File: config.mk
export PLATFORM = sky130hd
export DESIGN_NAME = irq_exc_ctrl
export DESIGN_NICKNAME = d
export VERILOG_FILES = /design/src/rtl/irq_exc_pkg.sv /design/src/rtl/irq_prio_enc.sv /design/src/rtl/irq_exc_ctrl.sv
export SDC_FILE = /design/constraint.sdc
export NUM_CORES = 1
export LEC_CHECK = 0
export ABC_CLOCK_PERIOD_IN_PS = 2620
export CORE_MARGIN = 3
export CORE_UTILIZATION = 29
export CTS_CLUSTER_DIAMETER = 150
export DETAILED_ROUTE_END_ITERATION = 10
export PLACE_DENSITY = 0.67
export SLEW_MARGIN = 20
export SYNTH_ARGS = -nofsm -noshare
export SYNTH_HDL_FRONTEND = slang
export SYNTH_HIERARCHICAL = 1
export SYNTH_SLANG_ARGS = --single-unit
File: constraint.sdc
create_clock -name clk -period 2.62 [get_ports clk]
set_input_delay 0.262 -clock clk [delete_from_list [all_inputs] [get_ports clk]]
set_output_delay 0.262 -clock clk [all_outputs]
set_load 0.02 [all_outputs]
File: src/rtl/irq_exc_pkg.sv
// Shared types and constants for the interrupt/exception controller.
// CAUSE layout: [31] exception flag, [12:8] interrupt channel, [2:0] cause code.
package irq_exc_pkg;

    typedef enum logic [1:0] {
        ST_RUN     = 2'd0,
        ST_HANDLER = 2'd1,
        ST_HALT    = 2'd2
    } state_e;

    typedef enum logic [1:0] {
        CSR_MASK    = 2'd0,
        CSR_PENDING = 2'd1,
        CSR_CAUSE   = 2'd2,
        CSR_EPC     = 2'd3
    } csr_addr_e;

    localparam logic [2:0] CODE_IRQ    = 3'd0;
    localparam logic [2:0] CODE_OVF    = 3'd1;
    localparam logic [2:0] CODE_ILL    = 3'd2;
    localparam logic [2:0] CODE_FETCH  = 3'd3;
    localparam logic [2:0] CODE_PRIV   = 3'd4;
    localparam logic [2:0] CODE_DFAULT = 3'd5;

    localparam logic [31:0] IRQ_VEC_DEFAULT = 32'h8000_0004;
    localparam logic [31:0] EXC_VEC_DEFAULT = 32'h8000_0008;

    function automatic logic [31:0] make_cause(input logic       is_exc,
                                               input logic [4:0] chan,
                                               input logic [2:0] code);
        logic [31:0] c;
        c        = '0;
        c[31]    = is_exc;
        c[12:8]  = chan;
        c[2:0]   = code;
        return c;
    endfunction

endpackage

File: src/rtl/irq_prio_enc.sv
// Lowest-index-first priority encoder with a valid flag.
module irq_prio_enc #(
    parameter int W  = 4,
    parameter int IW = (W > 1) ? $clog2(W) : 1
) (
    input  logic [W-1:0]  req_i,
    output logic [IW-1:0] idx_o,
    output logic          valid_o
);

    // Scan downward so the lowest set index is the last assignment and wins.
    always_comb begin
        idx_o = '0;
        for (int i = W - 1; i >= 0; i--) begin
            if (req_i[i]) idx_o = IW'(i);
        end
    end

    assign valid_o = |req_i;

endmodule

File: src/rtl/irq_exc_ctrl.sv
// Interrupt/exception controller for the single-cycle MIPS core: edge-latched
// maskable IRQs, prioritised exceptions, EPC/CAUSE CSRs and double-fault halt.
module irq_exc_ctrl
    import irq_exc_pkg::*;
#(
    parameter int          NUM_IRQ = 4,
    parameter int          NUM_EXC = 3,
    parameter logic [31:0] IRQ_VEC = IRQ_VEC_DEFAULT,
    parameter logic [31:0] EXC_VEC = EXC_VEC_DEFAULT
) (
    input  logic               clk,
    input  logic               reset,
    input  logic [31:0]        pc,
    input  logic [31:0]        pc_next_in,
    input  logic [NUM_IRQ-1:0] irq_in,
    input  logic [NUM_EXC-1:0] exc_in,
    input  logic               eret,
    input  logic               csr_rd,
    input  logic               csr_wr,
    input  logic [1:0]         csr_addr,
    input  logic [31:0]        csr_wdata,
    output logic [31:0]        csr_rdata,
    output logic [31:0]        pc_out,
    output logic [31:0]        epc,
    output logic               in_handler,
    output logic               halted
);

    localparam int IRQ_IW = (NUM_IRQ > 1) ? $clog2(NUM_IRQ) : 1;
    localparam int EXC_W  = NUM_EXC + 1;
    localparam int EXC_IW = (EXC_W > 1) ? $clog2(EXC_W) : 1;

    state_e             state_q, state_d;
    logic [NUM_IRQ-1:0] pending_q, pending_d;
    logic [NUM_IRQ-1:0] mask_q, mask_d;
    logic [NUM_IRQ-1:0] irq_prev_q;
    logic [31:0]        epc_q, epc_d;
    logic [31:0]        cause_q, cause_d;
    logic               shadow_q, shadow_d;

    logic               priv_viol;
    logic               exc_req, irq_any, irq_req;
    logic [EXC_IW-1:0]  exc_idx;
    logic [IRQ_IW-1:0]  irq_idx;
    logic [2:0]         exc_code;
    logic               take_exc, take_irq, dfault, do_eret;
    logic [NUM_IRQ-1:0] irq_set, irq_clr;
    logic               csr_wr_mask, csr_wr_pend, csr_wr_epc;

    // Privilege violation sits above exc_in so it loses to every external source.
    assign priv_viol = ~pc[31] & pc_next_in[31] & (state_q == ST_RUN);

    irq_prio_enc #(.W(EXC_W), .IW(EXC_IW)) u_exc_enc (
        .req_i   ({priv_viol, exc_in}),
        .idx_o   (exc_idx),
        .valid_o (exc_req)
    );

    irq_prio_enc #(.W(NUM_IRQ), .IW(IRQ_IW)) u_irq_enc (
        .req_i   (pending_q & mask_q),
        .idx_o   (irq_idx),
        .valid_o (irq_any)
    );

    assign irq_req  = (state_q == ST_RUN) & irq_any & ~shadow_q;
    assign exc_code = (exc_idx == EXC_IW'(NUM_EXC)) ? CODE_PRIV : (3'(exc_idx) + 3'd1);

    // FSM: state register
    always_ff @(posedge clk or negedge reset) begin
        if (!reset) state_q <= ST_RUN;
        else        state_q <= state_d;
    end

    // FSM: next state
    always_comb begin
        state_d = state_q;
        case (state_q)
            ST_RUN:     if (exc_req || irq_req) state_d = ST_HANDLER;
            ST_HANDLER: if (exc_req)            state_d = ST_HALT;
                        else if (eret)          state_d = ST_RUN;
            ST_HALT:    state_d = ST_HALT;
            default:    state_d = ST_RUN;
        endcase
    end

    // FSM: outputs and take strobes
    always_comb begin
        pc_out     = pc_next_in;
        take_exc   = 1'b0;
        take_irq   = 1'b0;
        dfault     = 1'b0;
        do_eret    = 1'b0;
        in_handler = (state_q == ST_HANDLER);
        halted     = (state_q == ST_HALT);
        case (state_q)
            ST_RUN: begin
                if (exc_req) begin
                    take_exc = 1'b1;
                    pc_out   = EXC_VEC;
                end else if (irq_req) begin
                    take_irq = 1'b1;
                    pc_out   = IRQ_VEC;
                end
            end
            ST_HANDLER: begin
                if (exc_req) begin
                    dfault = 1'b1;
                    pc_out = pc;
                end else if (eret) begin
                    do_eret = 1'b1;
                    pc_out  = epc_q;
                end
            end
            ST_HALT: pc_out = pc;
            default: pc_out = pc_next_in;
        endcase
    end

    assign csr_wr_mask = csr_wr & (csr_addr == CSR_MASK);
    assign csr_wr_pend = csr_wr & (csr_addr == CSR_PENDING);
    assign csr_wr_epc  = csr_wr & (csr_addr == CSR_EPC);

    assign irq_set = irq_in & ~irq_prev_q;

    always_comb begin
        irq_clr = '0;
        if (take_irq) irq_clr = NUM_IRQ'(1) << irq_idx;
        if (csr_wr_pend && state_q != ST_HALT) irq_clr = irq_clr | csr_wdata[NUM_IRQ-1:0];
        // A fresh edge overrides a same-cycle clear of that bit.
        pending_d = (pending_q & ~irq_clr) | irq_set;
    end

    always_comb begin
        mask_d   = csr_wr_mask ? csr_wdata[NUM_IRQ-1:0] : mask_q;
        epc_d    = csr_wr_epc ? csr_wdata : epc_q;
        cause_d  = cause_q;
        shadow_d = do_eret;
        if (take_exc) begin
            epc_d   = pc;
            cause_d = make_cause(1'b1, 5'd0, exc_code);
        end else if (take_irq) begin
            epc_d   = pc_next_in;
            cause_d = make_cause(1'b0, 5'(irq_idx), CODE_IRQ);
        end else if (dfault) begin
            cause_d = make_cause(1'b1, 5'd0, CODE_DFAULT);
        end
    end

    always_ff @(posedge clk or negedge reset) begin
        if (!reset) begin
            pending_q  <= '0;
            mask_q     <= '0;
            irq_prev_q <= '0;
            epc_q      <= '0;
            cause_q    <= '0;
            shadow_q   <= 1'b0;
        end else begin
            pending_q  <= pending_d;
            mask_q     <= mask_d;
            irq_prev_q <= irq_in;
            epc_q      <= epc_d;
            cause_q    <= cause_d;
            shadow_q   <= shadow_d;
        end
    end

    always_comb begin
        csr_rdata = '0;
        if (csr_rd) begin
            case (csr_addr)
                CSR_MASK:    csr_rdata = 32'(mask_q);
                CSR_PENDING: csr_rdata = 32'(pending_q);
                CSR_CAUSE:   csr_rdata = cause_q;
                default:     csr_rdata = epc_q;
            endcase
        end
    end

    assign epc = epc_q;

endmodule

==> qor.csv, run 1 <==
metric;value;unit
status;complete, no violations;
antenna_left;0;
grt_max_degree;54;
drive_above_1_share;0.1664;
slowest_stage;dfrtp_1;
clkLatencyLatePin;0.30;ns
fin_skew;0.006186;ns
setup_ws;0.04688;ns
hold_viol_final;0;
grt-ovfl-total;0;
grt_pass1_wl;26670;µm
maxCapViolations;0;
row_count;40;
path_buf_inv;3;
ir_worst_vdd;0.3567;mV
yosys-top-cells-area;dfrtp_1 35%, nand2_1 7.2%, and2_1 5.8%, a31oi_1 5.2%, a221o_1 4.8%;
grt_usage;0.2334;
rsz0062_at_grt;true;
period_needed;2.573;ns
boundaryPins;208;
path_cells;nor4b_4, nor2_2, nand2_2, o21ba_2, o22ai_4, buf_6, a222oi_1, inv_1, clkdlybuf4s15_2;
path_clk_slew;0.07;ns
r2r_setup_slack;0.30;ns
cp.required;2.36;ns
die-area;14340;µm²
dp_hpwl;12660;µm
ys_ff_latch;53;
most-common-layout-cells;173 x clkdlybuf4s50_1, 71 x nand2_1, 53 x dfrtp_1, 44 x buf_4, 35 x and2_1;
fmax;388.6;MHz
die_y;119.8;µm
drv_slew;0;
syn2layout_area_growth;69.39;%
max_stage_delay;0.42;ns
synth_edf_count;0;
port_buffers;207;
cts-root-buf;clkbuf_16;
avgSynthCellArea;8.140;µm²
layout_worst_path_cycle_share;0.9821;
die_w;119.8;µm
start_kind;register;
grt_pass1_vias;4924;
num_antenna_cells;0;
leakagePower;2.591;nW
vias;4735;
tightest_slew;0.7530;ns
hp-class;input port to asynchronous set/reset pin;
drc;0;
first_pass_iters;6;
htree_levels;2;
cts_max_path_buffers;2;
routed_wl;17220;µm
yosysSeqAreaShare;0.3535;
syn-num-nets;572;
finalSetupTns;0;ns
crit_family;compound AO/OA/AOI/OAI gates;
reg2reg_to;epc[7];
arrival;2.31;ns
final_cells;853;
holdBufCountCts;0;
slew_headroom;0.4980;
syn_area;3752;µm²
netlist_instances;461;
core-area;12310;µm²
critPathKind;register to output port;
ff2ff_path_depth;10;
initial_core_util;0.3048;
place_inst;841;
r2r-start;state_q[0];
cts_tree;yes;
synth-main-ff-cell;dfrtp_1;
final_common_cell;clkdlybuf4s50_1;
synth.distinct_cells;48;
antenna_found_initial;0;
viasPerCell;5.551;
place_area;6228;µm²
cp_max_fo;7;
avgRoutedWirePerCell;20.19;µm
drtIter0Drc;374;
postSynth.asyncResetShare;1.000;
final_nets;795;
stdcell_area;6356;µm²
cts_buffers;5;
clock-sinks;53;
ys_warn_count;6;
yosysTopAreaCell;dfrtp_1;
powerDensity;1056;nW/µm²
synth_top_area_frac;0.3535;
setup_viol_count_final;0;
place_ws;-0.4759;ns
globalplace.congestion;0.8490;
end_kind;output port;
-- layer usage --
| metal | vias to the layer above | track usage | wire (µm) |
|---|---|---|---|
| li1 | 2171 | - | - |
| met1 | 2294 | 0.2838 | 7024 |
| met2 | 232 | 0.3983 | 8476 |
| met3 | 38 | 0.05278 | 1165 |
| met4 | 0 | 0.09664 | 558 |
| met5 | - | 0 | 0 |
-- layout make-up --
cell class                      instances  area, µm²
Sequential cell                        53       1326
Clock buffer                            5      125.1
Multi-Input combinational cell        348       2233
Inverter                               21      78.83
Clock inverter                          3      22.52
Fill cell                            1186       5956
Tap cell                              168      210.2
Timing Repair Buffer                  255       2360
-- how the worst max path moves through the flow --
stage,from,end,slack [ns],cells past startpoint
floorplan,state_q[1],pc_out[3],0.20,8
global placement,pc_next_in[31],pc_out[13],-0.43,11
detailed placement,pc_next_in[31],pc_out[0],-0.48,11
CTS,state_q[1],pc_out[26],-0.07,9
global route,state_q[0],pc_out[0],-0.08,10
finish,state_q[0],pc_out[0],0.05,9
-- sequential cells by signal (all words and copies together) (netlist names) --
name / cells
cause_q: 6
epc: 32
irq_prev_q: 4
mask_q: 4
pending_q: 4
shadow_q: 1
state_q: 2
-- per-stage QoR --
stage	util	hold WS (ns)	power, mW
after global routing	0.5163	0.1678	7.154
final	0.5163	0.1213	6.711
after detailed placement	0.5059	0.4589	6.204
after floorplan	-	-0.03359	3.964
after CTS	0.5206	0.1430	6.790
after global placement	0.5059	0.4536	6.109
-- worst register-to-register path: cells and delay by family (launching register included) --
family | cells | cell delay, ns
flip-flops | 1 | 0.42
buffers and inverters | 4 | 0.72
AND/OR/NAND/NOR | 4 | 0.67
AO/OA/AOI/OAI | 2 | 0.43
-- Yosys cell counts (all sizes together), types with 4 or more instances --
master,number
a21oi,5
and2,35
a22o,4
clkbuf,22
nand3,4
a31oi,31
a222oi,11
dfrtp,53
a221o,18
o221ai,7
nor2,30
nand2,72
mux2i,4
o21ai,30
nor3,35
buf,17
mux2,5
inv,21
a22oi,21
-- kinds of logic (layout without fill, tap and decap cells) --
kind of cell	count (synthesis)	in the layout	synth area share
fa+ha+maj	1	1	0.003334
compound gates	143	143	0.2818
simple gates	192	192	0.2494
buf+inv	60	284	0.06835
flops	53	53	0.3535
mux	12	12	0.04368
-- power breakdown --
part	switching [mW]	total (mW)	internal, mW
clock network	0.326	0.681	0.355
logic	2.52	4.51	1.99
registers	0.361	1.52	1.16
total	3.21	6.71	3.51
-- timing repair --
| item | 4_1_cts | 5_1_grt |
|---|---|---|
| pin swaps | 0 | 10 |
| buffers inserted | 1 | 3 |
| endpoints found under the hold margin | 0 | 0 |
| endpoints found under the setup margin | 32 | 32 |
| gates resized for setup | 78 | 39 |
Power figures use the tool's default switching activity.
==> run 2, diff against run 1 <==
--- a/config.mk
+++ b/config.mk
@@ -11,7 +11,7 @@
 export CTS_CLUSTER_DIAMETER = 150
 export DETAILED_ROUTE_END_ITERATION = 10
 export PLACE_DENSITY = 0.67
-export SLEW_MARGIN = 20
+export SLEW_MARGIN = 10
 export SYNTH_ARGS = -nofsm -noshare
 export SYNTH_HDL_FRONTEND = slang
 export SYNTH_HIERARCHICAL = 1
==> results of run 2 <==
Final layout, timing and power as in run 1 (identical DEF).
==> run 3, diff against run 2 <==
--- a/config.mk
+++ b/config.mk
@@ -6,6 +6,8 @@
 export NUM_CORES = 1
 export LEC_CHECK = 0
 export ABC_CLOCK_PERIOD_IN_PS = 2620
+export CAP_MARGIN = 15
+export CORE_ASPECT_RATIO = 1.1
 export CORE_MARGIN = 3
 export CORE_UTILIZATION = 29
 export CTS_CLUSTER_DIAMETER = 150
==> run 3 against run 2 <==
Non-clock buffer count grew 9. Wire length shrank 2.4%. Register-to-register slack lost 0.16 ns. Sequential power is essentially flat. Fmax grew 0.57%.
==> qor.csv, run 3 (synthesized netlist as in run 1, its figures left out) <==
metric;value;unit
drv_slew;0;
die_y;125.3;µm
routed_wl;16820;µm
cp_max_fo;7;
drtIter0Drc;295;
antenna_left;0;
powerDensity;1067;nW/µm²
grt_util_met3;0.04688;
hold_viol_final;0;
num_antenna_cells;0;
r2r-start;state_q[1];
grt_pass1_vias;4904;
reg2reg_to;cause_q[1];
grt_pass1_wl;26510;µm
grt_usage;0.2299;
cp.required;2.36;ns
place_inst;828;
dp_hpwl;12500;µm
setup_viol_count_final;0;
drc;0;
viasPerCell;5.577;
min_to;irq_prev_q[2];
clkLatencyLatePin;0.29;ns
power_frac_clock;0.115;
grt_use_met2;0.3823;
hp-class;input port to register;
pwr-share-seq;0.224;
clock-sinks;53;
met1_usage;0.2918;
initial_core_util;0.3039;
row_count;42;
arrival;2.30;ns
grt_max_degree;34;
die-area;14340;µm²
stdcell_area;6417;µm²
cts_buffers;5;
final_cells;848;
avgRoutedWirePerCell;19.83;µm
path_cells;clkdlybuf4s50_1, nor4b_4, nor2_2, nand2_2, or3_4, o22ai_4, buf_6, a221o_1, clkdlybuf4s15_1;
die_w;114.5;µm
grt_busiest_layer;met2;
core-area;12350;µm²
final_common_cell;clkdlybuf4s50_1;
path_clk_slew;0.07;ns
drive_above_1_share;0.1772;
slowest_stage;clkdlybuf4s50_1;
first_pass_iters;7;
cts-root-buf;clkbuf_16;
most-common-layout-cells;173 x clkdlybuf4s50_1, 71 x nand2_1, 53 x dfrtp_1, 50 x buf_4, 35 x and2_1;
vias;4729;
maxCapViolations;0;
syn2layout_area_growth;71.02;%
cts_max_path_buffers;2;
boundaryPins;208;
layout_worst_path_cycle_share;0.9765;
max_stage_delay;0.45;ns
final_nets;804;
place_area;6218;µm²
leakagePower;2.670;nW
period_needed;2.558;ns
grt-ovfl-total;0;
port_buffers;207;
hold_start;irq_in[2];
p_int;3.645;mW
fin_skew;0.008885;ns
tightest_slew;0.7346;ns
pwr-share-comb;0.661;
ff2ff_path_depth;14;
ir_worst_vdd;0.4927;mV
p_switching;3.201;mW
largest_reg_flops;32;
htree_levels;2;
r2r_setup_slack;0.14;ns
power.share.switching;0.4675;
status;complete, no violations;
cts_tree;yes;
start_kind;input port;
end_kind;output port;
slew_headroom;0.5092;
antenna_found_initial;0;
globalplace.congestion;0.9128;
fmax;390.9;MHz
critPathKind;input port to output port;
hold_path_depth;1;
## run 3: power groups by stage
stage,Sequential (mW),Combinational (mW),Clock [mW]
after global routing,1.59,4.86,0.842
after detailed placement,1.54,4.65,0
after floorplan,1.74,2.23,0
after global placement,1.53,4.58,0
final,1.53,4.52,0.790
after CTS,1.53,4.61,0.799
## run 3: how the worst max path moves through the flow
stage / start / end / slack (ns) / cells past startpoint
2_1_floorplan: state_q[1] / pc_out[3] / 0.20 / 8
3_3_place_gp: pc_next_in[31] / pc_out[23] / -0.44 / 10
3_5_place_dp: pc[31] / pc_out[20] / -0.48 / 10
4_1_cts: pc_next_in[31] / pc_out[22] / -0.02 / 10
5_1_grt: state_q[1] / pc_out[1] / -0.006 / 9
6_report: pc_next_in[31] / pc_out[10] / 0.06 / 9
## run 3: area by class of cell
class,instances,area [µm²]
Inverter,21,78.83
Fill cell,1152,5932
Clock buffer,6,138.9
Timing Repair Buffer,264,2401
Sequential cell,53,1326
Tap cell,154,192.7
Clock inverter,2,37.54
Multi-Input combinational cell,348,2242
## run 3: metrics by stage
| step | TNS [ns] | util | hold WS, ns | worst slack (ns) | power [mW] |
|---|---|---|---|---|---|
| floorplan | 0 | - | -0.03359 | 0.2035 | 3.964 |
| global placement | -12.51 | 0.5035 | 0.2946 | -0.4424 | 6.102 |
| detailed placement | -13.02 | 0.5035 | 0.3001 | -0.4829 | 6.181 |
| CTS | -0.01820 | 0.5273 | 0.4480 | -0.01820 | 6.940 |
| global route | -0.008528 | 0.5197 | 0.4491 | -0.005892 | 7.300 |
| finish | 0 | 0.5197 | 0.4405 | 0.06154 | 6.845 |
## run 3: critical path: cells and delay by family
kind                   cells  cell delay [ns]
buffers and inverters      3             0.94
AO/OA/AOI/OAI              2             0.33
AND/OR/NAND/NOR            4             0.76
## run 3: timing repair
| item | in CTS | in global routing |
|---|---|---|
| setup endpoints to repair | 32 | 32 |
| pin swaps | 3 | 5 |
| setup buffers | 9 | 1 |
| gates cloned | 1 | 0 |
| endpoints found under the hold margin | 27 | 0 |
| hold buffers | 1 | 0 |
| resized for setup | 96 | 37 |
## run 3: layer usage
metal / wire (µm) / part of all wire
met1: 6638 / 0.39
met2: 8471 / 0.50
met4: 452 / 0.027
met5: 0 / 0
met3: 1253 / 0.075
